`src/rtl/booth_product_bcd.sv`:
```
// Signed two's-complement product to sign + packed BCD magnitude converter.
// Double-dabble, one magnitude bit per clock, valid/ready on both sides.
module booth_product_bcd #(
    parameter int W  = 8,
    parameter int ND = 3
) (
    input  logic            clk,
    input  logic            rst_n,
    input  logic            in_valid,
    output logic            in_ready,
    input  logic [W-1:0]    product,
    output logic            out_valid,
    input  logic            out_ready,
    output logic            out_sign,
    output logic [4*ND-1:0] out_bcd
);

    localparam int CW = $clog2(W + 1);

    localparam logic [1:0] IDLE  = 2'd0;
    localparam logic [1:0] SHIFT = 2'd1;
    localparam logic [1:0] DONE  = 2'd2;

    logic [1:0]      state;
    logic [CW-1:0]   cnt;
    logic [W-1:0]    mag;
    logic [4*ND-1:0] bcd;
    logic [4*ND-1:0] bcd_adj;
    logic [4*ND-1:0] bcd_next;
    logic            sign_r;

    assign in_ready  = (state == IDLE);
    assign out_valid = (state == DONE);

    // Add-3 correction on every digit that would overflow past 9 after doubling
    always_comb begin
        bcd_adj = bcd;
        for (int i = 0; i < ND; i++) begin
            if (bcd[4*i +: 4] >= 4'd5) begin
                bcd_adj[4*i +: 4] = bcd[4*i +: 4] + 4'd3;
            end
        end
    end

    assign bcd_next = {bcd_adj[4*ND-2:0], mag[W-1]};

    always_ff @(posedge clk or negedge rst_n) begin
        if (!rst_n) begin
            state    <= IDLE;
            cnt      <= '0;
            mag      <= '0;
            bcd      <= '0;
            sign_r   <= 1'b0;
            out_sign <= 1'b0;
            out_bcd  <= '0;
        end else begin
            case (state)
                IDLE: begin
                    if (in_valid) begin
                        sign_r <= product[W-1];
                        // The most negative input negates to itself, which reads as 2^(W-1) unsigned
                        mag    <= product[W-1] ? (~product + W'(1)) : product;
                        bcd    <= '0;
                        cnt    <= CW'(W);
                        state  <= SHIFT;
                    end
                end
                SHIFT: begin
                    bcd <= bcd_next;
                    mag <= {mag[W-2:0], 1'b0};
                    cnt <= cnt - CW'(1);
                    if (cnt == CW'(1)) begin
                        out_bcd  <= bcd_next;
                        out_sign <= sign_r;
                        state    <= DONE;
                    end
                end
                DONE: begin
                    if (out_ready) begin
                        state <= IDLE;
                    end
                end
                default: state <= IDLE;
            endcase
        end
    end

endmodule

```
`config.mk`:
```
export PLATFORM = sky130hd
export DESIGN_NAME = booth_product_bcd
export DESIGN_NICKNAME = d
export VERILOG_FILES = /design/src/rtl/booth_product_bcd.sv
export SDC_FILE = /design/constraint.sdc
export NUM_CORES = 1
export LEC_CHECK = 0
export CAP_MARGIN = 5
export CORE_UTILIZATION = 35
export CTS_CLUSTER_SIZE = 24
export DETAILED_ROUTE_END_ITERATION = 8
export GPL_TIMING_DRIVEN = 0
export PLACE_DENSITY = 0.54
export SYNTH_ARGS = -nofsm -noshare
export SYNTH_HDL_FRONTEND = slang
export SYNTH_SLANG_ARGS = --single-unit
```
`constraint.sdc`:
```
create_clock -name clk -period 2.7 [get_ports clk]
set_clock_uncertainty 0.1 [all_clocks]
set_input_delay 0.405 -clock clk [delete_from_list [all_inputs] [get_ports clk]]
set_output_delay 0.405 -clock clk [all_outputs]
set_load 0.1 [all_outputs]
```
* After elaboration in Yosys (flattened, before gate mapping)
Cells that the tools add are included.
** Storage, ports and cells
- Memory bits (read-only) :: 0
- Register bits after elaboration :: 40
- Bits of input ports :: 12
- Output and inout port bits :: 15
- Word-level logic and storage cells :: 42
- Memories kept :: 0
- Bits in writable memories :: 0
- Latch bits :: 0
** Operators by class
- Reduce and logical (&&, ||, !) cells :: 6
- $mul :: 0
- Divide/modulo/power cells :: 0
- Multiplexer cells :: 14
- Add/subtract/negate cells :: 5
- Bitwise logic cells :: 1
- $lt $le $gt $ge :: 3
- Equality and inequality tests :: 6
- Shifts and indexed selects :: 0
** Operators by type and width (number)
- one-hot mux 12 bit (2 select lines) :: 1
- 2-to-1 mux 8 bit :: 2
- one-hot mux 8 bit (2 select lines) :: 1
- greater-or-equal comparator 4 x 3 -> 1 bit (second input constant) :: 3
- 2-to-1 mux 12 bit :: 1
- 2-to-1 mux 4 bit :: 3
- adder 4 x 2 -> 4 bit (second input constant) :: 2
- adder 8 x 1 -> 8 bit (second input constant) :: 1
- inverter 8 bit :: 1
- one-hot mux 4 bit (2 select lines) :: 1
- 2-to-1 mux 2 bit :: 3
- one-hot mux 2 bit (3 select lines) :: 1
- AND reduction 2 bit :: 3
- equality test 4 x 1 -> 1 bit (second input constant) :: 1
- != test 2 bit (second input constant) :: 2
- subtractor 4 x 1 -> 4 bit (second input constant) :: 1
- adder 3 x 2 -> 3 bit (second input constant) :: 1
- 2-to-1 mux 3 bit :: 1
- AND reduction 3 bit :: 1
- equality test 2 x 1 -> 1 bit (second input constant) :: 1
- equality test 2 bit (second input constant) :: 1
- logical NOT 2 bit :: 1
- != test 2 x 1 -> 1 bit (second input constant) :: 1
- nonzero test 2 bit :: 1

* Depth between registers and ports, before layout
Gate-level depths: netlist of run 1.
- Word-level depth :: 5
- Gate-level depth with buffers :: 7
- Mapped depth without buffers :: 6

* Least setup slack after synthesis of run 1
OpenSTA, ideal clock, no wires.
- Path type :: register to output
- Start point :: register state[1]
- End point :: output port in_ready
- Required time :: 2195 ps
- Data arrival time :: 1757 ps
- Buffers on the path :: 1
- Path slack :: 438 ps
- Cell stages (with the launch flop) :: 3
- Cell sequence :: dfrtp_1 > buf_4 > nor2_1
** On the way
- Longest elaborated chain between the ends :: 1
** Ends and longest elaborated chain
- start, declared :: RTL line 24 : logic [1:0] state;
- start signal, assigned :: RTL line 49 : state <= IDLE;
- start signal, assigned :: RTL line 65 : state <= SHIFT;
- start signal, assigned :: RTL line 75 : state <= DONE;
- logical NOT 2 bit :: RTL line 32 : assign in_ready = (state == IDLE);
- end, declared :: RTL line 10 : output logic in_ready,
No other way between the ends.

* Worst setup path in the final report of run 1
Same ends and word-level chain as after synthesis.

==> out/metrics.yaml, run 1 <==
synthCells: 205
drc: 0
hp-class: "input port to register"
cts_sinks: 40
start_kind: "register"
path_clk_slew_ps: 80
die_x_microns: 78.5
path_class: "register to primary output"
drive_above_1_share_pct: 12.9
core-area_sq_um: 5570
synth-edff-count: 0
drv_cap: 0
slew_headroom_pct: 35.6
overflow: 0
gp_congestion: 0.752
rows: 27
cts.path.max_buffers: 2
io_buffer_count: 25
drt-pass1-iter-count: 4
viasPerCell: 4.93
drt_iter0_drc: 58
mappedNetlistArea_sq_um: 2050
hold_violations: 0
htreeDepth: 2
dpl.hpwl_mm: 3.02
vias: 1537
antenna_found_initial: 0
tightest_slew_ps: 964
die_y_microns: 78.5
grt_pass1_wl_mm: 7.67
root_buffer: "clkbuf_8"
worstPathMaxFanout: 10
cts_made_buffers: 5
ir_worst_vdd_uv: 494
power.density_nw_per_um2: 1320
worstSetupEndpointType: "primary output"
synth_flop_cell: "dfrtp_1"
worstSkewPairLatency_ps: 300
cts_setup_buffers: 0
wl_mm: 4.32
area_delta_synth_final_pct: 22.5
fin_tns_setup_ps: 0
ys_seq_elements: 40
n_antenna_cell: 0
max_freq_mhz: 390
post-route-util_pct: 45.1
first_global_vias: 1591
grt_max_degree: 31
required_ps: 2190
ios: 27
initial_core_util_pct: 36.8
ys.warnings.count: 0
wl_per_cell_microns: 13.9
leakage_nw: 1.11
stdcell_count: 312
track_usage_pct: 16.4
die_area_sq_um: 6170
placed_cells: 303
slew_violations: 0
detail-route-antenna-nets: 0
synthesis.nets: 226
worst-r2r-setup-slack_ps: 880
synthArstFlopShare_pct: 100
post_synth.cell_area_avg_sq_um: 10.0
critPathArrivalTime_ps: 2060
grt_setup_unrepaired: "no"
final.min_clock_period_ps: 2570
outcome: "completed"
fin_nets: 260
yosysSeqAreaShare_pct: 48.8
cts_tree: "built"
finalSetupViolCount: 0
post-route-period-util_pct: 95.0
ys_types: 35
## area by class of cell
type | instances | area, sq um
clock buffer | 7 | 86.3
fill | 562 | 3060
tap | 72 | 90.1
inverter | 12 | 45.0
timing repair buffer | 27 | 278
buffer | 9 | 58.8
multi-input combinational | 144 | 946
clock inverter | 1 | 7.51
sequential | 40 | 1000
## path summary, 6_finish.rpt
kind / startpoint / end / cells past startpoint
worst max-delay path: state[1] / in_ready / 3
max in group asynchronous: rst_n / out_bcd[3] / 3
min in group asynchronous: rst_n / cnt[1] / 2
worst min register to register: out_bcd[3] / out_bcd[3] / 2
worst min-delay path: product[7] / sign_r / 3
worst max register to register: bcd[0] / bcd[2] / 6
## cells in the final DEF (no fill, tap or decap), drive strengths merged
cell	Yosys	final
dfrtp	40	40
o21ai	35	35
nand2	29	29
clkdlybuf4s50	0	23
inv	12	12
buf	8	10
a21oi	9	9
ha	9	9
nor3b	8	8
clkbuf	1	8
nand2b	6	6
mux2	6	6
xnor2	6	6
nand3	6	6
a22oi	5	5
nor3	4	4
nor2	3	3
xor2	3	3
o31ai	3	3
or3	2	2
nor2b	2	2
nor4	2	2
o21bai	1	1
a221o	1	1
a21boi	1	1
a221oi	1	1
mux2i	1	1
a22o	1	1
clkinvlp	0	1
dlygate4sd3	0	1
dlymetal6s2s	0	1
## timing repair
item | CTS | global route
hold buffers | 1 | 0
gates resized for setup | 0 | 1
endpoints found under the hold margin | 10 | 0
endpoints found under the setup margin | 0 | 1
## cells in the mapped netlist, types with 2 or more instances
| cell type | number | share of area [%] |
|---|---|---|
| a21oi_1 | 9 | 2.2 |
| a22oi_1 | 5 | 1.8 |
| buf_2 | 5 | 1.2 |
| buf_6 | 2 | 1.1 |
| dfrtp_1 | 40 | 49 |
| ha_1 | 9 | 5.5 |
| inv_1 | 12 | 2.2 |
| mux2_2 | 6 | 3.3 |
| nand2_1 | 28 | 5.1 |
| nand2b_1 | 6 | 1.8 |
| nand3_1 | 6 | 1.5 |
| nor2_1 | 3 | 0.55 |
| nor3_1 | 4 | 0.98 |
| nor3b_1 | 7 | 2.6 |
| o21ai_0 | 33 | 8.1 |
| o21ai_1 | 2 | 0.49 |
| o31ai_1 | 2 | 0.73 |
| or3_4 | 2 | 1.1 |
| xnor2_1 | 6 | 2.6 |
| xor2_1 | 3 | 1.3 |
## sequential cells by signal, summed over array words and instances (netlist names)
signal    count
mag           8
out_sign      1
state         2
out_bcd      12
bcd          12
sign_r        1
cnt           4
## critical path, cell delays in order (launching register included)
cell,delay [ps]
dfrtp_1,370
buf_4,170
nor2_1,90
clkdlybuf4s50_1,1130
## per-layer routing
metal	vias up	GRT usage, %	share of wire [%]
met2	28	26.3	47
li1	777	-	-
met5	-	0	0
met1	725	21.1	48
met3	7	3.26	2.7
met4	0	7.78	2.2
## cells by family after synthesis
| group | after synthesis | synth area share, % |
|---|---|---|
| xor+xnor | 9 | 3.84 |
| buf+inv | 21 | 5.06 |
| compound gates | 57 | 16.6 |
| fa+ha+maj | 9 | 5.49 |
| flops | 40 | 48.8 |
| simple gates | 62 | 16.4 |
| mux | 7 | 3.78 |
## through the flow
step	area, sq um	hold slack, ps	power (W)	setup slack [ps]
finish	2510	302	0.00331	135
global route	2510	329	0.00357	48.0
CTS	2510	298	0.00335	46.1
detailed placement	2410	206	0.00291	383
global placement	2390	361	0.00288	15.3
floorplan	2050	9.41	0.00244	438
## where the power goes
part,total [W],switching [W],internal [W]
registers,0.00103,0.000180,0.000851
clock network,0.000425,0.000217,0.000208
logic,0.00185,0.00127,0.000577
No activity file was read; power rests on OpenSTA's default activity.
==> run 2, diff against run 1 <==
--- a/config.mk
+++ b/config.mk
@@ -7,6 +7,7 @@
 export LEC_CHECK = 0
 export CAP_MARGIN = 5
 export CORE_UTILIZATION = 35
+export CTS_CLUSTER_DIAMETER = 150
 export CTS_CLUSTER_SIZE = 24
 export DETAILED_ROUTE_END_ITERATION = 8
 export GPL_TIMING_DRIVEN = 0
==> results of run 2 <==
Same layout as run 1: the final DEF is identical, and so are final timing and power.
==> run 3, diff against run 2 <==
--- a/config.mk
+++ b/config.mk
@@ -6,12 +6,12 @@
 export NUM_CORES = 1
 export LEC_CHECK = 0
 export CAP_MARGIN = 5
-export CORE_UTILIZATION = 35
+export CORE_UTILIZATION = 40
 export CTS_CLUSTER_DIAMETER = 150
 export CTS_CLUSTER_SIZE = 24
 export DETAILED_ROUTE_END_ITERATION = 8
 export GPL_TIMING_DRIVEN = 0
-export PLACE_DENSITY = 0.54
+export PLACE_DENSITY = 0.6
 export SYNTH_ARGS = -nofsm -noshare
 export SYNTH_HDL_FRONTEND = slang
 export SYNTH_SLANG_ARGS = --single-unit
==> constraint.sdc (replaced) <==
create_clock -name clk -period 2.9 [get_ports clk]
set_clock_uncertainty 0.1 [all_clocks]
set_input_delay 0.435 -clock clk [delete_from_list [all_inputs] [get_ports clk]]
set_output_delay 0.435 -clock clk [all_outputs]
set_load 0.1 [all_outputs]
==> run 3 against run 2 <==
Compared with the run above: final area down 0.20%; via count is essentially flat; setup slack improved by 110 ps; wire length shrank 6.6%; non-clock buffer count stayed put; worst hold slack improved by 35 ps; first-iteration DRC count is 28% higher; register-to-register slack gained 210 ps.
==> out/metrics.yaml, run 3 (synthesized netlist as in run 1, its figures left out) <==
slew_violations: 0  # unchanged
max_freq_mhz: 377
cts_resized: 0  # unchanged
die_y_microns: 73.6  # -6.3%
crit_family: "buffers and inverters"
die_area_sq_um: 5420  # -12%
worstSetupEndpointType: "primary output"
fin_nets: 260  # unchanged
gp_congestion: 0.755  # +0.33%
top_regs: "bcd (12), out_bcd (12), mag (8)"
initial_core_util_pct: 42.6  # +5.8 points
cts_sinks: 40  # unchanged
seqCellArea_sq_um: 1000  # unchanged
vias: 1536  # -0.065%
cts.path.max_buffers: 2  # unchanged
worstSkewPairLatency_ps: 290  # about the same
path_class: "register to primary output"
htreeDepth: 2  # unchanged
cts_tree: "built"
dpl_cell_area_sq_um: 2410  # about the same
cp_slowest_cell: "clkdlybuf4s50_1"
critPathBufInv: 3  # +1
io_buffer_count: 25  # unchanged
multi_input_area_sq_um: 946  # unchanged
drv_cap: 0  # unchanged
drive_above_1_share_pct: 12.5  # -0.42 points
hold_violations: 0  # unchanged
n_antenna_cell: 0  # unchanged
fin_area_sq_um: 2510  # -0.20%
antenna_found_initial: 0  # unchanged
final.min_clock_period_ps: 2650
start_kind: "register"
fin_tns_setup_ps: 0  # unchanged
outcome: "completed"
overflow: 0  # unchanged
wl_per_cell_microns: 13.2  # -5.0%
hp-class: "input port to register"
core-area_sq_um: 4820  # -14%
track_usage_pct: 17.7  # +1.3 points
drt-pass1-iter-count: 4  # unchanged
wl_mm: 4.04  # -6.6%
rows: 25  # -7.4%
dp_slack_ps: 558  # +174 ps
drc: 0  # unchanged
die_x_microns: 73.6  # -6.3%
area_delta_synth_final_pct: 22.3
ios: 27  # unchanged
r2r_cells: 6  # unchanged
path_clk_slew_ps: 70  # about the same
crit_cells: 4  # +1
required_ps: 2370  # +180 ps
max_stage_delay_ps: 1120  # about the same
finalSetupViolCount: 0  # unchanged
detail-route-antenna-nets: 0  # unchanged
grt_setup_unrepaired: "no"
worstPathMaxFanout: 9  # -1
cts_made_buffers: 5  # unchanged
drt_iter0_drc: 74  # +28%
root_buffer: "clkbuf_8"
grt_pass1_wl_mm: 7.11  # -7.3%
tightest_slew_ps: 966  # +2.02 ps
dpl.hpwl_mm: 2.96  # -1.9%
fillers: 488  # -13%
final_common_cell: "dfrtp_1"
critPathArrivalTime_ps: 2120  # +60 ps
worst_slack_ps: 247  # +112 ps
grt_max_degree: 25  # -19%
slew_headroom_pct: 35.4  # -0.14 points
path_cells: "buf_6, nand2b_1, inv_1, clkdlybuf4s50_1"
first_global_vias: 1538  # -3.3%
min_path_cells: 3  # unchanged
viasPerCell: 5.00  # +1.6%
mostFrequentLayoutCells: "dfrtp_1 (40), o21ai_0 (33), nand2_1 (28)"
post-route-period-util_pct: 91.5
## run 3: timing repair
action                    in CTS  in global routing
hold endpoints to repair      16                  0
hold buffers                   1                  0
buffers inserted               0                  0
## run 3: area by class of cell
class / count / area share [%]
multi-input combinational: 144 / 37.7
timing repair buffer: 27 / 11.3
inverter: 12 / 1.80
tap: 67 / 3.34
buffer: 9 / 2.35
clock buffer: 8 / 3.59
sequential: 40 / 39.9
## run 3: path summary, 6_finish.rpt
| kind | from | to | slack [ps] |
|---|---|---|---|
| max | state[0] | out_valid | 250 |
| min | product[7] | sign_r | 340 |
| max reg2reg | bcd[8] | bcd[10] | 1090 |
| min reg2reg | out_bcd[7] | out_bcd[7] | 380 |
| max in group asynchronous | rst_n | state[0] | 1730 |
| min in group asynchronous | rst_n | bcd[3] | 510 |
## run 3: worst min-delay path: stages
cell	delay [ps]
buf_2	150
nand2_1	70
nand2_1	40
## run 3: per-stage QoR
step / utilization [%] / std cells / hold slack (ps)
floorplan: - / 205 / 39.4
global placement: 49.5 / 297 / 360
detailed placement: 50.0 / 298 / 308
CTS: 52.1 / 307 / 333
global route: 52.1 / 307 / 361
finish: 52.1 / 307 / 338
## run 3: per-layer routing
| layer | share of wire, % | wire length, microns | vias up | GRT usage (%) |
|---|---|---|---|---|
| met5 | 0 | 0 | - | 0 |
| li1 | - | - | 772 | - |
| met4 | 1.6 | 64 | 0 | 7.69 |
| met2 | 45 | 1810 | 25 | 28.8 |
| met3 | 3.1 | 125 | 7 | 4.53 |
| met1 | 50 | 2040 | 732 | 22.2 |
Power of run 3 is not shown: default switching activity piles up to over one toggle a cycle in this logic, so the estimate is an artifact.
